### src/rtl/multicycle_alu_if.sv
// Handshake and operand/result bundle for multicycle_alu.
// master drives operands and out_ready; slave is the ALU.
interface multicycle_alu_if #(
  parameter int unsigned XLEN = 64
) ();
  logic                in_valid;
  logic                in_ready;
  logic [XLEN-1:0]     A;
  logic [XLEN-1:0]     B;
  logic                Cin;
  logic [3:0]          ALUCtrl;
  logic                out_valid;
  logic                out_ready;
  logic [2*XLEN-1:0]   Result;
  logic                Zero;
  logic                Overflow;

  modport master (
    output in_valid, A, B, Cin, ALUCtrl, out_ready,
    input  in_ready, out_valid, Result, Zero, Overflow
  );

  modport slave (
    input  in_valid, A, B, Cin, ALUCtrl, out_ready,
    output in_ready, out_valid, Result, Zero, Overflow
  );
endinterface

### src/rtl/multicycle_alu.sv
// Valid/ready ALU: single-cycle AND/ADD/SUB/SLT, bit-serial signed MUL and DIV
// computed on operand magnitudes with a sign fix-up in the final BUSY cycle.
module multicycle_alu #(
  parameter int unsigned XLEN = 64
) (
  input logic             clk,
  input logic             rst,
  multicycle_alu_if.slave bus
);
  localparam int unsigned CntW = $clog2(XLEN + 1);
  localparam logic [3:0] OpAnd = 4'b0000;
  localparam logic [3:0] OpDiv = 4'b0001;
  localparam logic [3:0] OpAdd = 4'b0010;
  localparam logic [3:0] OpMul = 4'b0011;
  localparam logic [3:0] OpSub = 4'b0110;
  localparam logic [3:0] OpSlt = 4'b0111;

  typedef enum logic [1:0] {StIdle, StBusy, StDone} state_e;

  state_e              state_q, state_d;
  logic [3:0]          op_q, op_d;
  logic [XLEN-1:0]     a_q, a_d, b_q, b_d;
  logic [XLEN-1:0]     hi_q, hi_d, lo_q, lo_d;
  logic [CntW-1:0]     cnt_q, cnt_d;
  logic [2*XLEN-1:0]   res_q, res_d;
  logic                ovf_q, ovf_d;

  logic [XLEN-1:0]     sum, diff, a_in_mag, b_mag, quo_s, rem_s;
  logic [XLEN:0]       mul_sum, div_shift, div_sub;
  logic [2*XLEN-1:0]   prod, mul_res, div_res;
  logic                slt, div_ge, div_by_zero, div_ovf, out_valid;

  assign sum      = bus.A + bus.B + {{(XLEN-1){1'b0}}, bus.Cin};
  assign diff     = bus.A - bus.B;
  assign slt      = $signed(bus.A) < $signed(bus.B);
  assign a_in_mag = bus.A[XLEN-1] ? -bus.A : bus.A;
  assign b_mag    = b_q[XLEN-1] ? -b_q : b_q;

  // hi:lo is the product (MUL) or remainder:quotient-with-dividend (DIV).
  assign mul_sum   = {1'b0, hi_q} + (lo_q[0] ? {1'b0, b_mag} : '0);
  assign div_shift = {hi_q, lo_q[XLEN-1]};
  assign div_ge    = div_shift >= {1'b0, b_mag};
  assign div_sub   = div_shift - {1'b0, b_mag};

  assign prod        = {hi_q, lo_q};
  assign mul_res     = (a_q[XLEN-1] ^ b_q[XLEN-1]) ? -prod : prod;
  assign quo_s       = (a_q[XLEN-1] ^ b_q[XLEN-1]) ? -lo_q : lo_q;
  assign rem_s       = a_q[XLEN-1] ? -hi_q : hi_q;
  assign div_by_zero = (b_q == '0);
  assign div_ovf     = (a_q == {1'b1, {(XLEN-1){1'b0}}}) && (b_q == '1);
  assign div_res     = div_by_zero ? {a_q, {XLEN{1'b1}}} :
                       div_ovf     ? {{XLEN{1'b0}}, a_q} : {rem_s, quo_s};

  always_comb begin
    state_d = state_q;
    op_d    = op_q;
    a_d     = a_q;
    b_d     = b_q;
    hi_d    = hi_q;
    lo_d    = lo_q;
    cnt_d   = cnt_q;
    res_d   = res_q;
    ovf_d   = ovf_q;
    unique case (state_q)
      StIdle: begin
        if (bus.in_valid) begin
          op_d    = bus.ALUCtrl;
          a_d     = bus.A;
          b_d     = bus.B;
          hi_d    = '0;
          lo_d    = a_in_mag;
          cnt_d   = '0;
          res_d   = '0;
          ovf_d   = 1'b0;
          state_d = StDone;
          case (bus.ALUCtrl)
            OpMul, OpDiv: state_d = StBusy;
            OpAnd: res_d = {{XLEN{1'b0}}, bus.A & bus.B};
            OpAdd: begin
              res_d = {{XLEN{sum[XLEN-1]}}, sum};
              ovf_d = (bus.A[XLEN-1] == bus.B[XLEN-1]) && (sum[XLEN-1] != bus.A[XLEN-1]);
            end
            OpSub: begin
              res_d = {{XLEN{diff[XLEN-1]}}, diff};
              ovf_d = (bus.A[XLEN-1] != bus.B[XLEN-1]) && (diff[XLEN-1] != bus.A[XLEN-1]);
            end
            OpSlt: res_d = {{(2*XLEN-1){1'b0}}, slt};
            default: ;
          endcase
        end
      end
      StBusy: begin
        if (cnt_q != CntW'(XLEN)) begin
          cnt_d = cnt_q + 1'b1;
          if (op_q == OpMul) begin
            hi_d = mul_sum[XLEN:1];
            lo_d = {mul_sum[0], lo_q[XLEN-1:1]};
          end else begin
            hi_d = div_ge ? div_sub[XLEN-1:0] : div_shift[XLEN-1:0];
            lo_d = {lo_q[XLEN-2:0], div_ge};
          end
        end else begin
          // Extra cycle after the XLEN iterations applies signs and exceptions.
          state_d = StDone;
          res_d   = (op_q == OpMul) ? mul_res : div_res;
          ovf_d   = (op_q == OpDiv) && (div_by_zero || div_ovf);
        end
      end
      StDone: begin
        if (bus.out_ready) state_d = StIdle;
      end
      default: state_d = StIdle;
    endcase
  end

  always_ff @(posedge clk or posedge rst) begin
    if (rst) begin
      state_q <= StIdle;
      op_q    <= '0;
      a_q     <= '0;
      b_q     <= '0;
      hi_q    <= '0;
      lo_q    <= '0;
      cnt_q   <= '0;
      res_q   <= '0;
      ovf_q   <= 1'b0;
    end else begin
      state_q <= state_d;
      op_q    <= op_d;
      a_q     <= a_d;
      b_q     <= b_d;
      hi_q    <= hi_d;
      lo_q    <= lo_d;
      cnt_q   <= cnt_d;
      res_q   <= res_d;
      ovf_q   <= ovf_d;
    end
  end

  assign out_valid    = (state_q == StDone);
  assign bus.out_valid = out_valid;
  assign bus.in_ready  = (state_q == StIdle);
  assign bus.Result    = res_q;
  assign bus.Zero      = out_valid && (res_q == '0);
  assign bus.Overflow  = ovf_q;
endmodule

### src/flat_wrapper.sv
// flat-port wrapper written by rule: the top's interface ports become plain ports
module multicycle_alu_flat 
#(
  parameter int unsigned XLEN = 64
)
  (clk, rst, bus_in_valid, bus_A, bus_B, bus_Cin, bus_ALUCtrl, bus_out_ready, bus_in_ready, bus_out_valid, bus_Result, bus_Zero, bus_Overflow);
  multicycle_alu_if #(.XLEN(XLEN)) bus_i ();
  input logic clk;
  input logic rst;
  input wire logic [$bits(bus_i.in_valid)-1:0] bus_in_valid;
  input wire logic [$bits(bus_i.A)-1:0] bus_A;
  input wire logic [$bits(bus_i.B)-1:0] bus_B;
  input wire logic [$bits(bus_i.Cin)-1:0] bus_Cin;
  input wire logic [$bits(bus_i.ALUCtrl)-1:0] bus_ALUCtrl;
  input wire logic [$bits(bus_i.out_ready)-1:0] bus_out_ready;
  output wire logic [$bits(bus_i.in_ready)-1:0] bus_in_ready;
  output wire logic [$bits(bus_i.out_valid)-1:0] bus_out_valid;
  output wire logic [$bits(bus_i.Result)-1:0] bus_Result;
  output wire logic [$bits(bus_i.Zero)-1:0] bus_Zero;
  output wire logic [$bits(bus_i.Overflow)-1:0] bus_Overflow;
  assign bus_i.in_valid = bus_in_valid;
  assign bus_i.A = bus_A;
  assign bus_i.B = bus_B;
  assign bus_i.Cin = bus_Cin;
  assign bus_i.ALUCtrl = bus_ALUCtrl;
  assign bus_i.out_ready = bus_out_ready;
  assign bus_in_ready = bus_i.in_ready;
  assign bus_out_valid = bus_i.out_valid;
  assign bus_Result = bus_i.Result;
  assign bus_Zero = bus_i.Zero;
  assign bus_Overflow = bus_i.Overflow;
  multicycle_alu #(.XLEN(XLEN)) u_core (.clk(clk), .rst(rst), .bus(bus_i));
endmodule
### config.mk
export PLATFORM = sky130hd
export DESIGN_NAME = multicycle_alu_flat
export DESIGN_NICKNAME = d
export VERILOG_FILES = /design/src/rtl/multicycle_alu_if.sv /design/src/rtl/multicycle_alu.sv /design/src/flat_wrapper.sv
export SDC_FILE = /design/constraint.sdc
export NUM_CORES = 2
export LEC_CHECK = 0
export BUFFER_PORTS_ARGS = -buffer_cell sky130_fd_sc_hd__buf_2
export CORE_MARGIN = 1
export CORE_UTILIZATION = 45
export DETAILED_ROUTE_END_ITERATION = 12
export PLACE_DENSITY = 0.67
export REMOVE_ABC_BUFFERS = 1
export SKIP_CTS_REPAIR_TIMING = 1
export SLEW_MARGIN = 20
export SYNTH_ARGS = -nofsm -noshare
export SYNTH_HDL_FRONTEND = slang
export SYNTH_SLANG_ARGS = --single-unit
### constraint.sdc
create_clock -name clk -period 34.9 [get_ports clk]
set_clock_uncertainty 0.15 [all_clocks]
set_input_delay 6.98 -clock clk [delete_from_list [all_inputs] [get_ports clk]]
set_output_delay 6.98 -clock clk [all_outputs]
set_load 0.01 [all_outputs]
==> flow_summary.json <==
{
  "drc": 0,
  "die_w_um": 311,
  "p_leak_nw": 19.9,
  "drt-vias-per-instance": 6.73,
  "cts-root-buf": "clkbuf_16",
  "numCtsBuffers": 48,
  "synth-edff-count": 0,
  "core_area_um2": 93900,
  "synthFlopType": "dfrtp_1",
  "num_rows": 112,
  "netlist_area_um2": 42900,
  "vdd_ir_drop_max_v": 0.0000544,
  "place_congestion": 1.07,
  "rsz0062_at_grt": "false",
  "fin_crit_ns": 11.49,
  "place_ws_ns": 23.03,
  "crit_path_top_delay_cell": "or4_1",
  "grt_max_degree": 165,
  "hp-class": "flip-flop to flip-flop",
  "fin_setup_tns_ns": 0,
  "yosys_warnings": 0,
  "setup_viol": 0,
  "port_buffers": 268,
  "multiInputGateArea_um2": 30700,
  "cts_tree": "built",
  "crit_path_start_kind": "input port",
  "ys_seq_area_frac": 0.232,
  "areaGrowthSynthToFinish_pct": 8.68,
  "grt_first_pass_wirelength_mm": 297,
  "layout-drive-gt1-share": 0.0871,
  "overflow": 0,
  "post-dp-hpwl_mm": 157,
  "drt-wirelength-per-cell_um": 28.3,
  "crit_chain": "buf_2 -> inv_1 -> ha_1 -> or4_1 -> nor3_1 -> nand2_1 -> or4_1 -> o31ai_1 -> buf_4 -> a21boi_1 -> o221ai_1 -> a21oi_1 -> a311oi_1 -> a22o_2 -> buf_4 -> a21oi_1",
  "hold_viol": 0,
  "ys_types": 86,
  "final_antenna_net_count": 0,
  "fin_ws_ns": 23.41,
  "p_per_area_nw_per_um2": 87.4,
  "critPathMaxFanout": 65,
  "synthTopCellsByArea": "dfrtp_1, nand2_1, ha_1",
  "yosysTopAreaCell": "dfrtp_1",
  "critical_path_buf_inv_count": 4,
  "clock_path_buffers": 3,
  "synth_top_area_share": 0.232,
  "clk_pin_slew_worst_paths_ns": 0.07,
  "worstSetupPathType": "input port to flip-flop",
  "grt_pass1_vias": 44100,
  "area.sequential_um2": 9960,
  "cp-end-kind": "flip-flop",
  "slew_violations": 0,
  "numClockSinks": 398,
  "required_ns": 35.22,
  "start_util": 0.457,
  "ios": 269,
  "num_vias": 48700,
  "status": "finished clean",
  "syn_inst": 6009,
  "critical-path-max-stage-delay_ns": 0.61,
  "cap_violations": 0,
  "drt_pre_antenna_iters": 8,
  "nets": 6334,
  "crit_family": "compound AO/OA/AOI/OAI gates",
  "cp_data_arrival_time_ns": 11.81,
  "async_flop_share": 1.00,
  "grt_antenna_before_repair": 17,
  "slew_headroom": 0.142,
  "clk_latency_ns": 0.65,
  "postSynthAreaPerCell_um2": 7.14,
  "fin_crit_sh": 0.329,
  "fmax_mhz": 87.0,
  "h-tree-depth": 2,
  "die_area_um2": 96600,
  "n_fill_cell": 9533,
  "die_y_um": 311,
  "drt_iter0_markers": 6835,
  "synth-seq-cells": 398,
  "worst_pin_slew_ns": 1.28,
  "track_usage": 0.406,
  "drt_wl_total_mm": 205
}
[worst paths after layout]
| check | depth (start not counted) | slack, ns | endpoint | startpoint |
|---|---|---|---|---|
| min in group asynchronous | 2 | 6.38 | u_core.bus.Result[71] | rst |
| setup / recovery | 16 | 23.41 | u_core.bus.Result[82] | bus_B[22] |
| setup reg to reg | 19 | 26.12 | u_core.hi_q[10] | u_core.b_q[7] |
| hold reg to reg | 2 | 0.34 | u_core.op_q[3] | u_core.op_q[3] |
| max in group asynchronous | 3 | 26.67 | u_core.b_q[63] | rst |
| hold / removal | 2 | 0.34 | u_core.op_q[3] | u_core.op_q[3] |
[cell type report]
| type | count | area share |
|---|---|---|
| Multi-Input combinational cell | 4959 | 0.658 |
| Sequential cell | 398 | 0.214 |
| Timing Repair Buffer | 339 | 0.0404 |
| Tap cell | 1254 | 0.0336 |
| Clock buffer | 56 | 0.0277 |
| Inverter | 183 | 0.0149 |
| Clock inverter | 33 | 0.0116 |
| Antenna cell | 7 | 0.000376 |
[worst min-delay path, cell delays in order, from the launching register on]
cell	delay, ns
dfrtp_1	0.35
nand2_1	0.05
nand2_1	0.05
[sequential cells by signal, indices dropped and copies added (netlist names)]
| name | count |
|---|---|
| u_core.bus.Overflow | 1 |
| u_core.cnt_q | 7 |
| u_core.state_q | 2 |
| u_core.bus.Result | 128 |
| u_core.op_q | 4 |
| u_core.a_q | 64 |
| u_core.b_q | 64 |
| u_core.hi_q | 64 |
| u_core.lo_q | 64 |
[cell usage after synthesis (all sizes together), types with 27 or more instances]
cell type and count:
or3 54, o21a 50, a221oi 44, buf 58
xor2 209, o21ai 574, nor4 133, o311ai 39
o221ai 41, and3 27, a211oi 47, o211ai 78
o21bai 62, xnor2 261, dfrtp 398, nor3 101
a21o 104, o41ai 35, mux2i 28, a31oi 73
nand3 175, a21oi 576, nor2b 43, or4 57
nand2 884, nand4 96, o31ai 90, a221o 27
a22oi 47, nand2b 41, clkbuf 411, nor2 482
inv 179, ha 263
[through the flow]
| stage | utilization | hold WS [ns] | instance area [um^2] | power (mW) | std cells |
|---|---|---|---|---|---|
| 2_1_floorplan | - | 0.297 | 41200 | 2.48 | 5540 |
| 3_3_place_gp | 0.477 | 0.314 | 44800 | 3.35 | 7133 |
| 3_5_place_dp | 0.477 | 0.325 | 44800 | 3.36 | 7133 |
| 4_1_cts | 0.497 | 0.340 | 46600 | 3.97 | 7222 |
| 5_1_grt | 0.497 | 0.382 | 46600 | 4.28 | 7225 |
| 6_report | 0.497 | 0.337 | 46600 | 4.07 | 7229 |
[metal layers]
layer / GRT usage / part of all wire / up-vias
met1: 0.558 / 0.41 / 23300
met3: 0.0765 / 0.11 / 570
met5: 0 / 0.000098 / -
met2: 0.594 / 0.41 / 3200
li1: - / - / 21600
met4: 0.226 / 0.068 / 4
[kinds of logic (layout without fill, tap and decap cells)]
family                     count (synthesis)  count (layout)  share of synthesized area
and+or+nand+nor                         2186            2186                      0.237
AOI/OAI and AO/OA                       2006            2006                      0.292
buffers and inverters                    652             611                     0.0572
xor gates and xnor gates                 470             470                     0.0959
DFF                                      398             398                      0.232
adders and majority gates                268             268                     0.0790
muxes                                     29              29                    0.00679
other                                      0               7                          0
[report_power, final]
part / internal [mW] / switching [mW]
registers: 0.642 / 0.385
logic: 0.845 / 1.61
clock network: 0.362 / 0.234
[cell usage in the layout, fill, tap and decap left out, types with 38 or more instances in the layout]
cell type	count
clkbuf_16	48
or4_1	51
o211ai_1	78
nor3_1	98
o221ai_1	41
nand2_1	882
o21bai_1	62
o21a_1	50
ha_1	263
xor2_1	208
dfrtp_1	396
or3_1	47
o21ai_0	569
buf_4	70
nand3_1	174
inv_1	177
a221oi_1	44
o31ai_1	90
a22oi_1	47
buf_2	268
a21o_1	103
a21oi_1	575
a211oi_1	46
nor2_1	476
o311ai_0	38
xnor2_1	260
nor4_1	127
nor2b_1	42
a31oi_1	73
nand4_1	96
Power figures use the tool's default switching activity.
